`config.mk`:
```
export PLATFORM = sky130hd
export DESIGN_NAME = mole_spawn_scheduler_flat
export DESIGN_NICKNAME = d
export VERILOG_FILES = /design/src/rtl/mole_pkg.sv /design/src/rtl/mole_spawn_scheduler_if.sv /design/src/rtl/mole_life_timer.sv /design/src/rtl/mole_spawn_scheduler.sv /design/src/flat_wrapper.sv
export SDC_FILE = /design/constraint.sdc
export NUM_CORES = 1
export LEC_CHECK = 0
export ABC_AREA = 1
export BUFFER_PORTS_ARGS = -buffer_cell sky130_fd_sc_hd__buf_2
export CORE_MARGIN = 1
export CORE_UTILIZATION = 51
export CTS_CLUSTER_DIAMETER = 40
export DETAILED_ROUTE_END_ITERATION = 10
export GPL_TIMING_DRIVEN = 0
export PLACE_DENSITY = 0.69
export SYNTH_ARGS = -nofsm -noshare
export SYNTH_HDL_FRONTEND = slang
export SYNTH_SLANG_ARGS = --single-unit
```
`constraint.sdc`:
```
create_clock -name clk -period 10.4 [get_ports clk]
set_input_delay 0.52 -clock clk [delete_from_list [all_inputs] [get_ports clk]]
set_output_delay 0.52 -clock clk [all_outputs]
set_load 0.1 [all_outputs]
```
`src/rtl/mole_pkg.sv`:
```
// Shared types, sizes and the free-hole probe for the mole round controller.
// Used by the scheduler top, its interface and the per-hole life timers.
package mole_pkg;

   localparam int NUM_HOLES = 7;
   localparam int HOLE_W    = 3;
   localparam int LIFE_W    = 4;

   typedef enum logic [1:0] {
      IDLE,
      RUN,
      DRAIN,
      DONE
   } state_e;

   typedef struct packed {
      logic              found;
      logic [HOLE_W-1:0] idx;
   } probe_t;

   // Start at the clamped counter value and walk downwards, wrapping
   // 0 -> 6, until a free hole is found.
   function automatic probe_t free_hole(
      input logic [NUM_HOLES-1:0] mask,
      input logic [3:0]           val
   );
      probe_t r;
      int     t;
      int     h;
      r = '0;
      t = (val > 4'd6) ? 6 : int'(val);
      for (int i = 0; i < NUM_HOLES; i++) begin
         h = t - i;
         if (h < 0) h = h + NUM_HOLES;
         if (!r.found && !mask[h]) begin
            r.found = 1'b1;
            r.idx   = HOLE_W'(h);
         end
      end
      return r;
   endfunction

endpackage

```
`src/rtl/mole_spawn_scheduler_if.sv`:
```
// Game-side bundle of the mole scheduler: round control, ticks, whacks,
// hole-counter handshake, mask and score outputs. master = game, slave = DUT.
interface mole_spawn_scheduler_if #(
   parameter int CNT_W = 8
);
   import mole_pkg::*;

   logic                 start;
   logic                 spawn_tick;
   logic                 life_tick;
   logic                 whack_vld;
   logic [HOLE_W-1:0]    whack_idx;
   logic [3:0]           cntr_val;
   logic                 cntr_clr;
   logic                 cntr_cnt;
   logic [NUM_HOLES-1:0] mole_mask;
   logic [CNT_W-1:0]     hit_cnt;
   logic [CNT_W-1:0]     miss_cnt;
   logic                 busy;
   logic                 round_done;

   modport master (
      output start, spawn_tick, life_tick, whack_vld, whack_idx, cntr_val,
      input  cntr_clr, cntr_cnt, mole_mask, hit_cnt, miss_cnt, busy,
             round_done
   );

   modport slave (
      input  start, spawn_tick, life_tick, whack_vld, whack_idx, cntr_val,
      output cntr_clr, cntr_cnt, mole_mask, hit_cnt, miss_cnt, busy,
             round_done
   );

endinterface

```
`src/rtl/mole_life_timer.sv`:
```
// Lifetime down-counter for one hole: load_i arms it, tick_i ages it,
// kill_i (whack) empties it. Ports: clk, clr_n, load_i, tick_i, kill_i,
// active_o (hole occupied), expire_o (timer ran out this tick).
module mole_life_timer
   import mole_pkg::*;
#(
   parameter int LIFE = 5
) (
   input  logic clk,
   input  logic clr_n,
   input  logic load_i,
   input  logic tick_i,
   input  logic kill_i,
   output logic active_o,
   output logic expire_o
);

   logic [LIFE_W-1:0] cnt_q, cnt_d;

   // load wins over tick so a fresh mole starts at full lifetime
   always_comb begin
      cnt_d = cnt_q;
      if (load_i) begin
         cnt_d = LIFE_W'(LIFE);
      end else if (kill_i) begin
         cnt_d = '0;
      end else if (tick_i && cnt_q != '0) begin
         cnt_d = cnt_q - 1'b1;
      end
   end

   always_ff @(posedge clk or negedge clr_n) begin
      if (!clr_n) cnt_q <= '0;
      else        cnt_q <= cnt_d;
   end

   assign active_o = (cnt_q != '0);
   // a whack in the same cycle turns the expiry into a hit
   assign expire_o = tick_i && !load_i && !kill_i &&
                     (cnt_q == LIFE_W'(1));

endmodule

```
`src/rtl/mole_spawn_scheduler.sv`:
```
// Whack-a-mole round controller: drives the hole-index counter, places
// moles on spawn ticks, ages them, resolves whacks and keeps the score.
// Ports: clk, clr_n (async active-low), mif (slave side of the bundle).
module mole_spawn_scheduler
   import mole_pkg::*;
#(
   parameter int ROUND_MOLES = 20,
   parameter int LIFE        = 5,
   parameter int CNT_W       = 8
) (
   input  logic                  clk,
   input  logic                  clr_n,
   mole_spawn_scheduler_if.slave mif
);

   localparam logic [CNT_W-1:0] CMAX = '1;
   localparam logic [7:0]       RM   = 8'(ROUND_MOLES);

   state_e               state_q, state_d;
   logic [7:0]           spawned_q, spawned_d;
   logic [CNT_W-1:0]     hit_q, hit_d;
   logic [CNT_W-1:0]     miss_q, miss_d;
   logic                 clr_q, clr_d;

   logic [NUM_HOLES-1:0] mask;
   logic [NUM_HOLES-1:0] load;
   logic [NUM_HOLES-1:0] kill;
   logic [NUM_HOLES-1:0] expire;
   logic [2:0]           n_exp;
   logic [CNT_W+3:0]     miss_sum;
   probe_t               pr;
   logic                 in_play;
   logic                 spawn_go;
   logic                 whack_go;

   assign in_play = (state_q == RUN) || (state_q == DRAIN);

   // probe sees the mask from before this cycle's whack/expiry
   assign pr       = free_hole(mask, mif.cntr_val);
   assign spawn_go = (state_q == RUN) && mif.spawn_tick &&
                     (spawned_q != RM) && pr.found;
   assign whack_go = in_play && mif.whack_vld &&
                     (mif.whack_idx != 3'd7) && mask[mif.whack_idx];

   assign load = spawn_go ? (NUM_HOLES'(1) << pr.idx) : '0;
   assign kill = whack_go ? (NUM_HOLES'(1) << mif.whack_idx) : '0;

   for (genvar g = 0; g < NUM_HOLES; g++) begin : g_hole
      mole_life_timer #(
         .LIFE (LIFE)
      ) u_life (
         .clk      (clk),
         .clr_n    (clr_n),
         .load_i   (load[g]),
         .tick_i   (mif.life_tick),
         .kill_i   (kill[g]),
         .active_o (mask[g]),
         .expire_o (expire[g])
      );
   end

   always_comb begin
      n_exp = '0;
      for (int i = 0; i < NUM_HOLES; i++) begin
         n_exp = n_exp + 3'(expire[i]);
      end
   end

   assign miss_sum = (CNT_W+4)'(miss_q) + (CNT_W+4)'(n_exp);

   always_comb begin
      state_d   = state_q;
      clr_d     = 1'b0;
      spawned_d = spawned_q + 8'(spawn_go);
      hit_d     = (whack_go && hit_q != CMAX) ? hit_q + 1'b1 : hit_q;
      miss_d    = (miss_sum > (CNT_W+4)'(CMAX)) ? CMAX : miss_sum[CNT_W-1:0];
      unique case (state_q)
         IDLE: begin
            if (mif.start) begin
               state_d   = RUN;
               clr_d     = 1'b1;
               spawned_d = '0;
               hit_d     = '0;
               miss_d    = '0;
            end
         end
         RUN: begin
            if (spawned_q == RM) state_d = DRAIN;
         end
         DRAIN: begin
            if (mask == '0) state_d = DONE;
         end
         DONE: begin
            state_d = IDLE;
         end
         default: begin
            state_d = IDLE;
         end
      endcase
   end

   always_ff @(posedge clk or negedge clr_n) begin
      if (!clr_n) begin
         state_q   <= IDLE;
         spawned_q <= '0;
         hit_q     <= '0;
         miss_q    <= '0;
         clr_q     <= 1'b0;
      end else begin
         state_q   <= state_d;
         spawned_q <= spawned_d;
         hit_q     <= hit_d;
         miss_q    <= miss_d;
         clr_q     <= clr_d;
      end
   end

   assign mif.cntr_clr   = clr_q;
   assign mif.cntr_cnt   = in_play;
   assign mif.busy       = in_play;
   assign mif.round_done = (state_q == DONE);
   assign mif.mole_mask  = mask;
   assign mif.hit_cnt    = hit_q;
   assign mif.miss_cnt   = miss_q;

endmodule

```
`src/flat_wrapper.sv`:
```
// flat-port wrapper written by rule: the top's interface ports become plain ports
module mole_spawn_scheduler_flat import mole_pkg::*;
#(
   parameter int ROUND_MOLES = 20,
   parameter int LIFE        = 5,
   parameter int CNT_W       = 8
)
  (clk, clr_n, mif_start, mif_spawn_tick, mif_life_tick, mif_whack_vld, mif_whack_idx, mif_cntr_val, mif_cntr_clr, mif_cntr_cnt, mif_mole_mask, mif_hit_cnt, mif_miss_cnt, mif_busy, mif_round_done);
  mole_spawn_scheduler_if #(.CNT_W(CNT_W)) mif_i ();
  input  logic clk;
  input  logic clr_n;
  input wire logic [$bits(mif_i.start)-1:0] mif_start;
  input wire logic [$bits(mif_i.spawn_tick)-1:0] mif_spawn_tick;
  input wire logic [$bits(mif_i.life_tick)-1:0] mif_life_tick;
  input wire logic [$bits(mif_i.whack_vld)-1:0] mif_whack_vld;
  input wire logic [$bits(mif_i.whack_idx)-1:0] mif_whack_idx;
  input wire logic [$bits(mif_i.cntr_val)-1:0] mif_cntr_val;
  output wire logic [$bits(mif_i.cntr_clr)-1:0] mif_cntr_clr;
  output wire logic [$bits(mif_i.cntr_cnt)-1:0] mif_cntr_cnt;
  output wire logic [$bits(mif_i.mole_mask)-1:0] mif_mole_mask;
  output wire logic [$bits(mif_i.hit_cnt)-1:0] mif_hit_cnt;
  output wire logic [$bits(mif_i.miss_cnt)-1:0] mif_miss_cnt;
  output wire logic [$bits(mif_i.busy)-1:0] mif_busy;
  output wire logic [$bits(mif_i.round_done)-1:0] mif_round_done;
  assign mif_i.start = mif_start;
  assign mif_i.spawn_tick = mif_spawn_tick;
  assign mif_i.life_tick = mif_life_tick;
  assign mif_i.whack_vld = mif_whack_vld;
  assign mif_i.whack_idx = mif_whack_idx;
  assign mif_i.cntr_val = mif_cntr_val;
  assign mif_cntr_clr = mif_i.cntr_clr;
  assign mif_cntr_cnt = mif_i.cntr_cnt;
  assign mif_mole_mask = mif_i.mole_mask;
  assign mif_hit_cnt = mif_i.hit_cnt;
  assign mif_miss_cnt = mif_i.miss_cnt;
  assign mif_busy = mif_i.busy;
  assign mif_round_done = mif_i.round_done;
  mole_spawn_scheduler #(.ROUND_MOLES(ROUND_MOLES), .LIFE(LIFE), .CNT_W(CNT_W)) u_core (.clk(clk), .clr_n(clr_n), .mif(mif_i));
endmodule
```
==> results of run 1 <==
## how the worst max path moves through the flow
stage / endpoint / start / slack, ns / cells after the start
after floorplan: u_core.mif.miss_cnt[5] / mif_cntr_val[0] / 4.16 / 37
after global placement: u_core.mif.miss_cnt[5] / mif_cntr_val[0] / 3.41 / 37
after detailed placement: u_core.mif.miss_cnt[5] / mif_cntr_val[1] / 3.36 / 37
after CTS: u_core.mif.miss_cnt[5] / mif_cntr_val[0] / 3.67 / 37
after global routing: u_core.mif.miss_cnt[5] / mif_cntr_val[0] / 3.05 / 37
final: u_core.mif.miss_cnt[5] / mif_cntr_val[1] / 3.58 / 37
## state kept, by name, indices dropped and copies added (netlist names)
| signal | cells |
|---|---|
| u_core.spawned_q | 8 |
| u_core.state_q | 2 |
| u_core.mif.cntr_clr | 1 |
| u_core.mif.hit_cnt | 8 |
| u_core.mif.miss_cnt | 8 |
| u_core.g_hole.u_life.cnt_q | 28 |
## synthesized netlist by cell type (2+ instances only)
| master | n |
|---|---|
| nand2_1 | 158 |
| inv_1 | 97 |
| nand3_1 | 90 |
| nor2_1 | 71 |
| dfrtp_1 | 55 |
| ha_1 | 43 |
| a21oi_1 | 23 |
| nand2_2 | 18 |
| o21ai_0 | 18 |
| xor2_1 | 17 |
| nand4_1 | 15 |
| nor3_1 | 14 |
| inv_2 | 11 |
| buf_4 | 9 |
| nand3_2 | 9 |
| nor2_2 | 9 |
| o21ai_1 | 9 |
| nand3b_1 | 8 |
| o211ai_1 | 8 |
| xnor2_1 | 7 |
| a31oi_1 | 6 |
| o22ai_1 | 6 |
| nand3_4 | 5 |
| nor2_4 | 5 |
| clkinv_1 | 4 |
| fa_1 | 4 |
| nand4_2 | 3 |
| a211oi_1 | 2 |
| o31ai_1 | 2 |
| or2_1 | 2 |
## final cells by class
class | instances | area (um2) | share of cell area, %
Clock inverter | 3 | 23.8 | 0.418
Timing Repair Buffer | 38 | 193 | 3.39
Tap cell | 133 | 166 | 2.92
Sequential cell | 55 | 1380 | 24.2
Inverter | 113 | 427 | 7.50
Buffer | 13 | 91.3 | 1.61
Clock buffer | 5 | 68.8 | 1.21
Multi-Input combinational cell | 563 | 3340 | 58.8
## stage by stage
step           total power, mW  utilization, %  hold WS [ns]  instances  worst slack, ns
2_1_floorplan             1.24               -         0.224        744             4.16
3_3_place_gp              1.41            56.7         0.484        915             3.41
3_5_place_dp              1.44            56.7         0.496        915             3.36
4_1_cts                   1.57            57.7         0.519        923             3.67
5_1_grt                   1.71            57.7         0.301        923             3.05
6_report                  1.57            57.7         0.231        923             3.58
## routing by layer
| layer | up-vias | wire length [um] | share of wire (%) | global-route usage (%) |
|---|---|---|---|---|
| met5 | - | 0 | 0 | 0 |
| met4 | 0 | 225 | 1.7 | 7.48 |
| met3 | 18 | 688 | 5.2 | 4.10 |
| met2 | 140 | 6130 | 46 | 43.8 |
| met1 | 2354 | 6160 | 47 | 36.0 |
| li1 | 2513 | - | - | - |
## power groups by stage
stage	sequential, mW	combinational, mW	clock [mW]
final	0.361	1.08	0.130
after floorplan	0.481	0.758	0
after global placement	0.362	1.05	0
after global routing	0.372	1.19	0.142
after CTS	0.361	1.08	0.134
after detailed placement	0.364	1.07	0
## cell families (layout without fill, tap and decap cells)
logic type / after synthesis / count (layout)
and+or+nand+nor: 413 / 413
xor gates and xnor gates: 24 / 24
adders and majority gates: 47 / 47
DFF: 55 / 55
AOI/OAI and AO/OA: 79 / 79
buffers and inverters: 126 / 172
==> results by group, run 1 <==
Timing
  – Fmax: around 0.15 GHz
  – Relative slew slack: between 40% and 50%
  – Hold Vio Cnt, Final: 0
  – Final setup fails: 0
  – Final TNS setup: 0 ns
  – Final Cycle Share: roughly two thirds
  – Layout Skew: a little over 0.006 ns
  – Worst Max-Slew Pin Slew: 0.755 ns
  – Final Max Slew Viols: 0
  – RSZ-0062 raised after global routing: false
  – Minimum period implied by the final worst setup slack: between 6 and 7 ns

Critical path
  – CP endpoint kind: flip-flop
  – Worst R2R Path Depth: 34
  – Flop2flop setup slack: roughly 3.6 ns
  – WP data required: about 11 ns
  – CP Buf/Inv Count: 8
  – Slowest cell on crit path: fa_1
  – Crit Path Max Fanout: 13
  – Reg2reg end: u_core.mif.miss_cnt[5]
  – Data arrival, critical path: between 7 and 8 ns
  – WS Path Type: in -> reg
  – Crit-path max cell delay: 0.57 ns
  – Kind of start point of the critical path: primary input
  – Delay-heaviest family, CP: adder cells
  – Crit Reg-Reg Startpoint: u_core.g_hole[4].u_life.cnt_q[0]

Place
  – Post-DP Area: around 5600 um2
  – PortBufs: 38
  – Post-DP HPWL: 10300 um
  – Routability congestion estimate: roughly 0.91

Hold path
  – Min-Delay Path Class: in -> async

Detailed routing
  – Wire per inst: 14.3 um
  – Post-route ant nets: 0
  – Avg Vias per Cell: ~5.4
  – Initial detailed-routing violation count: 343
  – DRC: 0
  – Detailed Routing Iterations Pass 1: 5
  – Total Wirelength: 13200 um
  – DR vias: around 5000

Power and ir drop
  – Part of the power in registers: a little under a quarter
  – Sw frac: ~60%
  – Clock network fraction of design power: under 10%
  – VDD IR-drop max: between 0.0002 and 0.0003 V
  – Internal: between 0.6 and 0.7 mW
  – Pleak: around 2.9 nW
  – P per Cell Area: approximately 280 nW/um2
  – Comb power frac: between 60% and 70%
  – Psw: 0.917 mW

Synth
  – Synth Register Bits: 55
  – Post-Synth XOR/XNOR Area: 4.01%
  – Simple-gate share of the synthesized area: between 30% and 40%
  – Unique masters post-synth: 46
  – Cell taking the most area after synthesis: dfrtp_1
  – Syn Inst Count: 744
  – Main area contributors after synthesis: dfrtp_1 (26%), nand2_1 (11%), ha_1 (10%), nand3_1 (8.6%), inv_1 (7.0%)
  – Compound-Gate Fraction of Synth Area: between 8 and 9%
  – Most common flop cell mapped by yosys: dfrtp_1
  – Synthesized area: around 5200 um2
  – Post-synthesis mux area share: 0%
  – Synth top area share: between 20% and 30%
  – YS warnings: 0
  – Post-synthesis sequential area ratio: a little over a quarter
  – Main combinational cell family by area after synthesis: simple AND/OR/NAND/NOR gates
  – Post-synth EDFFs: 0
  – Synthesized area per cell: just over 7 um2
  – Mapped Nets: approximately 800
  – Asr flop ratio synth: 100%
  – Post-Synth Adder-Cell Area: 11.8%

CTS
  – Htree depth: 2
  – CTS resizes: 0
  – Clock-pin slew on the worst setup and hold paths: 0.11 ns
  – Post-CTS Setup Inserts: 0
  – Clk_lat worst skew: 0.32 ns
  – Post-CTS Hold Buffers: 0
  – Total CTS buffers: 5
  – CTS tree: done
  – CTS sink count: 55
  – Maximum clock insertion buffer count: 2
  – Clock Tree Root: clkbuf_8

Global routing
  – GRT Total Usage: between 20% and 30%
  – Largest net degree at the start of global routing: 56
  – Vias in the first global route: around 4700
  – Initial antenna violation count: 0
  – Gr ovfl total: 0
  – Wire length of the first global-routing pass: ~22000 um

Cells and area
  – Most common library cell in the layout ignoring fill and taps: nand2_1
  – Fill cells: between 900 and 1000
  – Fin area: 5690 um2
  – Layout cells sized above 1: between 10% and 20%
  – Commonest cells after routing, fill and taps aside: nand2_1 (158), inv_1 (97), nand3_1 (90), nor2_1 (71), dfrtp_1 (55)
  – Nets: 849
  – # diodes: 0
  – Area grow syn2layout: 8.62%

Die
  – Die Wd: around 100 um
  – Die area: approximately 11000 um2
  – Die height: around 100 um
  – Initial Util: a little over half
  – Ports: 40
  – Placeable Area: 9860 um2
  – Rows: 36

Status
  – Status: completed

Job
  – Total of max-cap violations: 0
(Power assumes the default switching activity.)
==> run 2: changes to the inputs <==
Settings changed: ABC_AREA 1 to 0, PLACE_DENSITY 0.69 to 0.72.
Clock period 10.4 ns to 6.1 ns, I/O delays scaled along.
==> results by group, run 2 <==
Global routing
  – Vias in the first global route: 4831 (+3.2%)
  – Gr ovfl total: 0 (unchanged)
  – Largest net degree at the start of global routing: 56 (unchanged)
  – Wire length of the first global-routing pass: 23800 um (+7.5%)
  – GRT Total Usage: 29.3% (+2.8 points)
  – Initial antenna violation count: 0 (unchanged)

Timing
  – RSZ-0062 raised after global routing: true
  – Relative slew slack: 50.2% (+0.73 points)
  – Final hold slack: 0.00606 ns (-0.225 ns)
  – Fmax: 0.153 GHz
  – Minimum period implied by the final worst setup slack: between 6 and 7 ns
  – Worst Max-Slew Pin Slew: 0.747 ns (-0.00812 ns)
  – Final setup margin: -0.422 ns (-4.00 ns)
  – Hold Vio Cnt, Final: 0 (unchanged)
  – Final Max Slew Viols: 0 (unchanged)
  – Final TNS setup: -3.16 ns (-3.16 ns)
  – Final Cycle Share: 107%
  – Layout Skew: 0.00731 ns (+0.00115 ns)
  – Final setup fails: 8 (+8)

Detailed routing
  – DRC: 0 (unchanged)
  – Initial detailed-routing violation count: 588 (+71%)
  – Wire per inst: 20.8 um (+45%)
  – DR vias: 5370 (+6.9%)
  – Total Wirelength: 17200 um (+30%)
  – Wire length on met1: 6500 um (+5.5%)
  – Detailed Routing Iterations Pass 1: 6 (+1)
  – Routed met3 length: 1520 um (+120%)
  – Post-route ant nets: 0 (unchanged)
  – WL met2: 7940 um (+29%)
  – Top routing layer in use: met4
  – Avg Vias per Cell: 6.50 (+19%)

CTS
  – Clock Tree Root: clkbuf_8
  – CTS tree: done
  – Clock-pin slew on the worst setup and hold paths: 0.11 ns (about the same)
  – Clk_lat worst skew: 0.32 ns (about the same)
  – Post-CTS Hold Buffers: 0 (unchanged)
  – Total CTS buffers: 5 (unchanged)
  – Htree depth: 2 (unchanged)
  – Maximum clock insertion buffer count: 2 (unchanged)
  – CTS sink count: 55 (unchanged)

Die
  – Ports: 40 (unchanged)
  – Rows: 36 (unchanged)
  – Die height: 102 um (-0.90%)
  – Die area: 10500 um2 (-1.8%)
  – Die Wd: 102 um (-0.90%)
  – Initial Util: 52.6% (-0.50 points)
  – Placeable Area: 9770 um2 (-0.91%)

Critical path
  – Crit Reg-Reg Startpoint: u_core.g_hole[4].u_life.cnt_q[1]
  – Cell mode on critical path: buf_6
  – Reg2reg end: u_core.mif.miss_cnt[5]
  – WP data required: 6.35 ns (-4.29 ns)
  – CP endpoint kind: flip-flop
  – Crit-path max cell delay: 0.58 ns (about the same)
  – Slowest cell on crit path: fa_2
  – WS Path Type: in -> reg
  – Flop2flop setup slack: -0.32 ns (-3.94 ns)
  – Data arrival, critical path: 6.77 ns (-0.29 ns)
  – Worst R2R Path Depth: 26 (-24%)
  – Crit Path Max Fanout: 7 (-6)
  – Crit path to: u_core.mif.miss_cnt[5]
  – Kind of start point of the critical path: primary input
  – CP Launch Point: mif_cntr_val[2]

Cells and area
  – Layout cells sized above 1: 39.5% (+24 points)
  – Multi-input logic area: 4100 um2 (+23%)
  – Fin area: 6900 um2 (+21%)
  – Util after Layout: 70.6% (+13 points)
  – Nets: 752 (-11%)
  – Area grow syn2layout: 34.2%
  – Commonest cells after routing, fill and taps aside: buf_4 (83), dfrtp_1 (55), nor2_1 (42), buf_2 (36), ha_1 (33)
  – Largest register FFs: 28 (unchanged)
  – Fill cells: 713 (-26%)
  – Filler-free cell count of the finished design: 826 (-11%)
  – Most common library cell in the layout ignoring fill and taps: buf_4
  – Largest register by flop count: u_core.g_hole.u_life.cnt_q
  – FF/Latch Area: 1380 um2 (unchanged)
  – # diodes: 0 (unchanged)

Synth
  – Asr flop ratio synth: 100% (unchanged)
  – Synth Register Bits: 55 (unchanged)
  – Most common flop cell mapped by yosys: dfrtp_1
  – Main area contributors after synthesis: dfrtp_1 (27%), ha_1 (10%), a21oi_1 (3.4%), nor2_1 (3.1%), mux2i_1 (3.1%)
  – Cell taking the most area after synthesis: dfrtp_1
  – Syn Inst Count: 573 (-23%)
  – Unique masters post-synth: 86 (+87%)
  – Cell with the most instances after synthesis: dfrtp_1
  – Mapped Nets: 633 (-21%)
  – YS warnings: 0 (unchanged)
  – Post-synthesis sequential area ratio: 26.8% (+0.49 points)
  – Post-synth EDFFs: 0 (unchanged)
  – Synthesized area: 5140 um2 (-1.8%)
  – Synth cell count leaders: dfrtp_1 (55), ha_1 (43), nor2_1 (43)
  – Synthesized area per cell: 8.97 um2 (+27%)
  – Synth top area share: 26.8% (+0.49 points)

Status
  – Status: complete, but fails checks
  – Violated checks: setup timing

Place
  – Placed Instances: 744 (-19%)
  – Post-DP Area: 5650 um2 (+0.92%)
  – DP Worst Slack: -0.861 ns (-4.22 ns)
  – Post-DP HPWL: 9980 um (-2.7%)
  – Routability congestion estimate: 0.925 (+1.1%)
  – PortBufs: 38 (unchanged)

Job
  – Total of max-cap violations: 0 (unchanged)

Hold path
  – Min-Delay Path Class: in -> async

Power and ir drop
  – Pleak: 3.00 nW (+2.1%)
  – VDD IR-drop max: 0.000535 V (+100%)
  – P per Cell Area: 436 nW/um2 (+58%)
  – Pwr Total: 3.01 mW (+91%)
==> run 2: cell types whose count changed after synthesis, moves of 9 or more <==
| cell | change |
|---|---|
| nor2_1 | -28 |
| and2_1 | +14 |
| nand2_2 | -18 |
| a21oi_1 | +12 |
| nand2_1 | -125 |
| mux2i_1 | +16 |
| nand2b_1 | +12 |
| nand3_2 | -9 |
| nand3_1 | -70 |
| inv_1 | -62 |
| xnor2_1 | +10 |
==> run 2: power breakdown <==
| part | switching [mW] | internal, mW | leakage [nW] | total [mW] |
|---|---|---|---|---|
| clock | 0.138 | 0.0962 | 0.0533 | 0.234 |
| combinational | 1.34 | 0.800 | 2.25 | 2.14 |
| sequential | 0.138 | 0.497 | 0.698 | 0.635 |
| total | 1.61 | 1.39 | 3.00 | 3.01 |
==> run 2: kinds of logic (layout without fill, tap and decap cells) <==
group	Yosys count	count (layout)	synth area share, %
AND/OR/NAND/NOR	216	216	24.3
multiplexers	24	24	5.79
adder cells (fa/ha/maj)	47	47	12.0
XOR/XNOR	32	32	5.45
buffers and inverters	65	185	5.91
flip-flops	55	55	26.8
AO/OA/AOI/OAI	134	134	19.8
==> run 2: worst min path at each step <==
stage,start,endpoint,depth (start not counted)
6_report,clr_n,u_core.g_hole[0].u_life.cnt_q[3],1
3_3_place_gp,u_core.mif.hit_cnt[6],u_core.mif.hit_cnt[6],1
4_1_cts,clr_n,u_core.g_hole[0].u_life.cnt_q[3],1
2_1_floorplan,clr_n,u_core.g_hole[0].u_life.cnt_q[0],0
3_5_place_dp,u_core.mif.hit_cnt[6],u_core.mif.hit_cnt[6],1
5_1_grt,clr_n,u_core.g_hole[0].u_life.cnt_q[3],1
==> run 2: what timing repair did <==
item / 4_1_cts / 5_1_grt
gates resized for setup: 80 / 49
setup endpoints to repair: 8 / 8
pin swaps: 29 / 28
buffers inserted: 46 / 28
gates cloned: 1 / 0
==> run 2: area by class of cell <==
| class | instances | share of cell area, % |
|---|---|---|
| Timing Repair Buffer | 113 | 11.6 |
| Inverter | 41 | 2.68 |
| Multi-Input combinational cell | 453 | 59.4 |
| Clock buffer | 6 | 1.20 |
| Buffer | 23 | 2.41 |
| Tap cell | 133 | 2.41 |
| Clock inverter | 2 | 0.290 |
| Sequential cell | 55 | 19.9 |
==> run 2: per-layer routing <==
metal  track usage, %  vias up
met3             4.92      123
met1             37.9     2581
met5                0        -
met4             13.0        0
li1                 -     2325
met2             48.2      341
==> run 2: worst max-delay path: cells and delay by family <==
family	cells	cell delay, ns
adder cells (fa/ha/maj)	7	2.44
AO/OA/AOI/OAI	8	1.87
AND/OR/NAND/NOR	8	1.42
buffers and inverters	7	0.73
==> run 3: changes to the inputs <==
Settings changed: CELL_PAD_IN_SITES_DETAIL_PLACEMENT set to 0, CELL_PAD_IN_SITES_GLOBAL_PLACEMENT set to 1, CORE_UTILIZATION 51 to 43, PLACE_DENSITY 0.72 to unset, PLACE_DENSITY_LB_ADDON set to 0.1.
==> results by group, run 3 (same netlist as run 2, synthesis figures left out) <==
Cells and area
  – Commonest cells after routing, fill and taps aside: buf_4 (91), dfrtp_1 (55), nor2_1 (42), buf_2 (34), ha_1 (32)
  – FF/Latch Area: 1380 um2 (unchanged)
  – Multi-input logic area: 4170 um2 (+1.6%)
  – Largest register FFs: 28 (unchanged)
  – Filler-free cell count of the finished design: 847 (+2.5%)
  – Layout cells sized above 1: 42.6% (+3.1 points)
  – # diodes: 0 (unchanged)
  – Largest register by flop count: u_core.g_hole.u_life.cnt_q
  – Area grow syn2layout: 39.0%
  – Nets: 763 (+1.5%)
  – Util after Layout: 62.0% (-8.5 points)
  – Most common library cell in the layout ignoring fill and taps: buf_4
  – Fill cells: 973 (+36%)

Critical path
  – WS Path Type: reg -> reg
  – WP data required: 6.27 ns (-0.08 ns)
  – CP endpoint kind: flip-flop
  – Crit Path Max Fanout: 5 (-2)
  – Kind of start point of the critical path: flip-flop
  – Data arrival, critical path: 6.26 ns (-0.51 ns)

Place
  – DP Worst Slack: -0.997 ns (-0.136 ns)
  – Placed Instances: 754 (+1.3%)
  – Routability congestion estimate: 0.881 (-4.7%)
  – PortBufs: 38 (unchanged)
  – Post-DP HPWL: 10600 um (+6.0%)

Global routing
  – GRT Total Usage: 25.2% (-4.1 points)
  – Gr ovfl total: 0 (unchanged)
  – Initial antenna violation count: 1 (+1)
  – Vias in the first global route: 4924 (+1.9%)
  – Wire length of the first global-routing pass: 24900 um (+4.7%)
  – Largest net degree at the start of global routing: 56 (unchanged)

CTS
  – Post-CTS Hold Buffers: 0 (unchanged)
  – Clk_lat worst skew: 0.30 ns (-0.02 ns)
  – Clock Tree Root: clkbuf_16
  – Maximum clock insertion buffer count: 2 (unchanged)
  – Total CTS buffers: 5 (unchanged)
  – CTS sink count: 55 (unchanged)
  – CTS tree: done
  – Htree depth: 2 (unchanged)
  – Clock-pin slew on the worst setup and hold paths: 0.08 ns (-0.03 ns)

Detailed routing
  – Detailed Routing Iterations Pass 1: 7 (+1)
  – Post-route ant nets: 0 (unchanged)
  – DRC: 2 (+2)
  – DR vias: 4917 (-8.4%)
  – Initial detailed-routing violation count: 280 (-52%)
  – Avg Vias per Cell: 5.81 (-11%)
  – Total Wirelength: 15900 um (-7.6%)
  – Wire per inst: 18.7 um (-9.9%)

Timing
  – Final hold slack: 0.0511 ns (+0.0450 ns)
  – Minimum period implied by the final worst setup slack: 6.09 ns (-0.433 ns)
  – RSZ-0062 raised after global routing: true
  – Hold Vio Cnt, Final: 0 (unchanged)
  – Final Cycle Share: 99.8% (-7.1 points)
  – Final TNS setup: 0 ns (+3.16 ns)
  – Final setup margin: 0.0114 ns (+0.433 ns)
  – Final setup fails: 0 (-8)
  – Layout Skew: 0.00598 ns (-0.00133 ns)
  – Relative slew slack: 41.0% (-9.3 points)
  – Worst Max-Slew Pin Slew: 0.879 ns (+0.132 ns)
  – Fmax: 0.164 GHz (+7.1%)
  – Final Max Slew Viols: 0 (unchanged)

Die
  – Initial Util: 44.7% (-8.0 points)
  – Die area: 12400 um2 (+18%)
  – Die Wd: 111 um (+8.7%)
  – Rows: 39 (+8.3%)
  – Ports: 40 (unchanged)
  – Placeable Area: 11500 um2 (+18%)
  – Die height: 111 um (+8.7%)

Power and ir drop
  – VDD IR-drop max: 0.000301 V (-44%)
  – Pleak: 3.09 nW (+3.0%)
  – P per Cell Area: 435 nW/um2 (-0.20%)

Job
  – Total of max-cap violations: 0 (unchanged)

Status
  – Violated checks: DRC
  – Status: complete, but fails checks

Hold path
  – Min-Delay Path Class: in -> async
-- run 3: cell types whose count changed in the layout (fill, tap and decap cells not counted), sizes merged --
cell and change:
clkinvlp -1, clkinv +1, buf +10, clkbuf +1
-- run 3: final timing paths --
check	cells after the start	slack, ns	to	startpoint
setup / recovery	26	0.01	u_core.mif.miss_cnt[7]	u_core.g_hole[5].u_life.cnt_q[0]
hold / removal	1	0.05	u_core.state_q[0]	clr_n
setup reg to reg	26	0.01	u_core.mif.miss_cnt[7]	u_core.g_hole[5].u_life.cnt_q[0]
hold reg to reg	1	0.53	u_core.mif.hit_cnt[6]	u_core.mif.hit_cnt[6]
max in group asynchronous	1	5.52	u_core.spawned_q[0]	clr_n
min in group clk	4	0.45	u_core.g_hole[3].u_life.cnt_q[3]	mif_whack_idx[1]
-- run 3: per-layer routing --
layer	global-route usage, %	routed length [um]
met1	32.4	6720
met2	43.2	7800
met3	4.03	760
met4	8.65	580
met5	0	0
-- run 3: where the power goes --
part / internal (mW) / total, mW / switching, mW
clock: 0.168 / 0.313 / 0.146
sequential: 0.498 / 0.634 / 0.137
combinational: 0.846 / 2.16 / 1.31
total: 1.51 / 3.11 / 1.60
-- run 3: final cells by class --
type                       count  share of cell area, %
sequential                    55                   19.3
clock buffer                   6                   1.94
buffer                        22                   2.47
timing repair buffer         125                   12.6
multi-input combinational    453                   58.3
inverter                      41                   2.66
clock inverter                 2                  0.280
tap                          143                   2.50
-- run 3: metrics by stage --
step,power [mW],cell area [um2]
6_report,3.11,7150
5_1_grt,3.30,7150
4_1_cts,2.93,6780
3_5_place_dp,2.31,5660
3_3_place_gp,2.27,5660
2_1_floorplan,1.97,5290
-- run 3: timing repair --
item	in CTS	in global routing
pin swaps	50	38
setup endpoints to repair	8	8
gates resized for setup	116	42
cloned	0	0
buffers inserted	63	25
-- run 3: worst max-delay path: stages (launching register included) --
cell	delay, ns
dfrtp_1	0.39
inv_2	0.07
ha_2	0.19
nor3b_4	0.16
buf_6	0.15
mux4_2	0.49
mux2i_1	0.48
mux2i_1	0.17
nand4_1	0.15
nand3_2	0.11
a22o_1	0.27
nor3_4	0.17
a21oi_2	0.09
ha_1	0.32
inv_2	0.06
fa_1	0.41
fa_1	0.50
inv_1	0.05
ha_2	0.18
fa_2	0.56
ha_1	0.23
a21o_1	0.17
a21oi_2	0.17
nor2_2	0.08
and3_4	0.18
o21ai_1	0.11
nor2_1	0.05
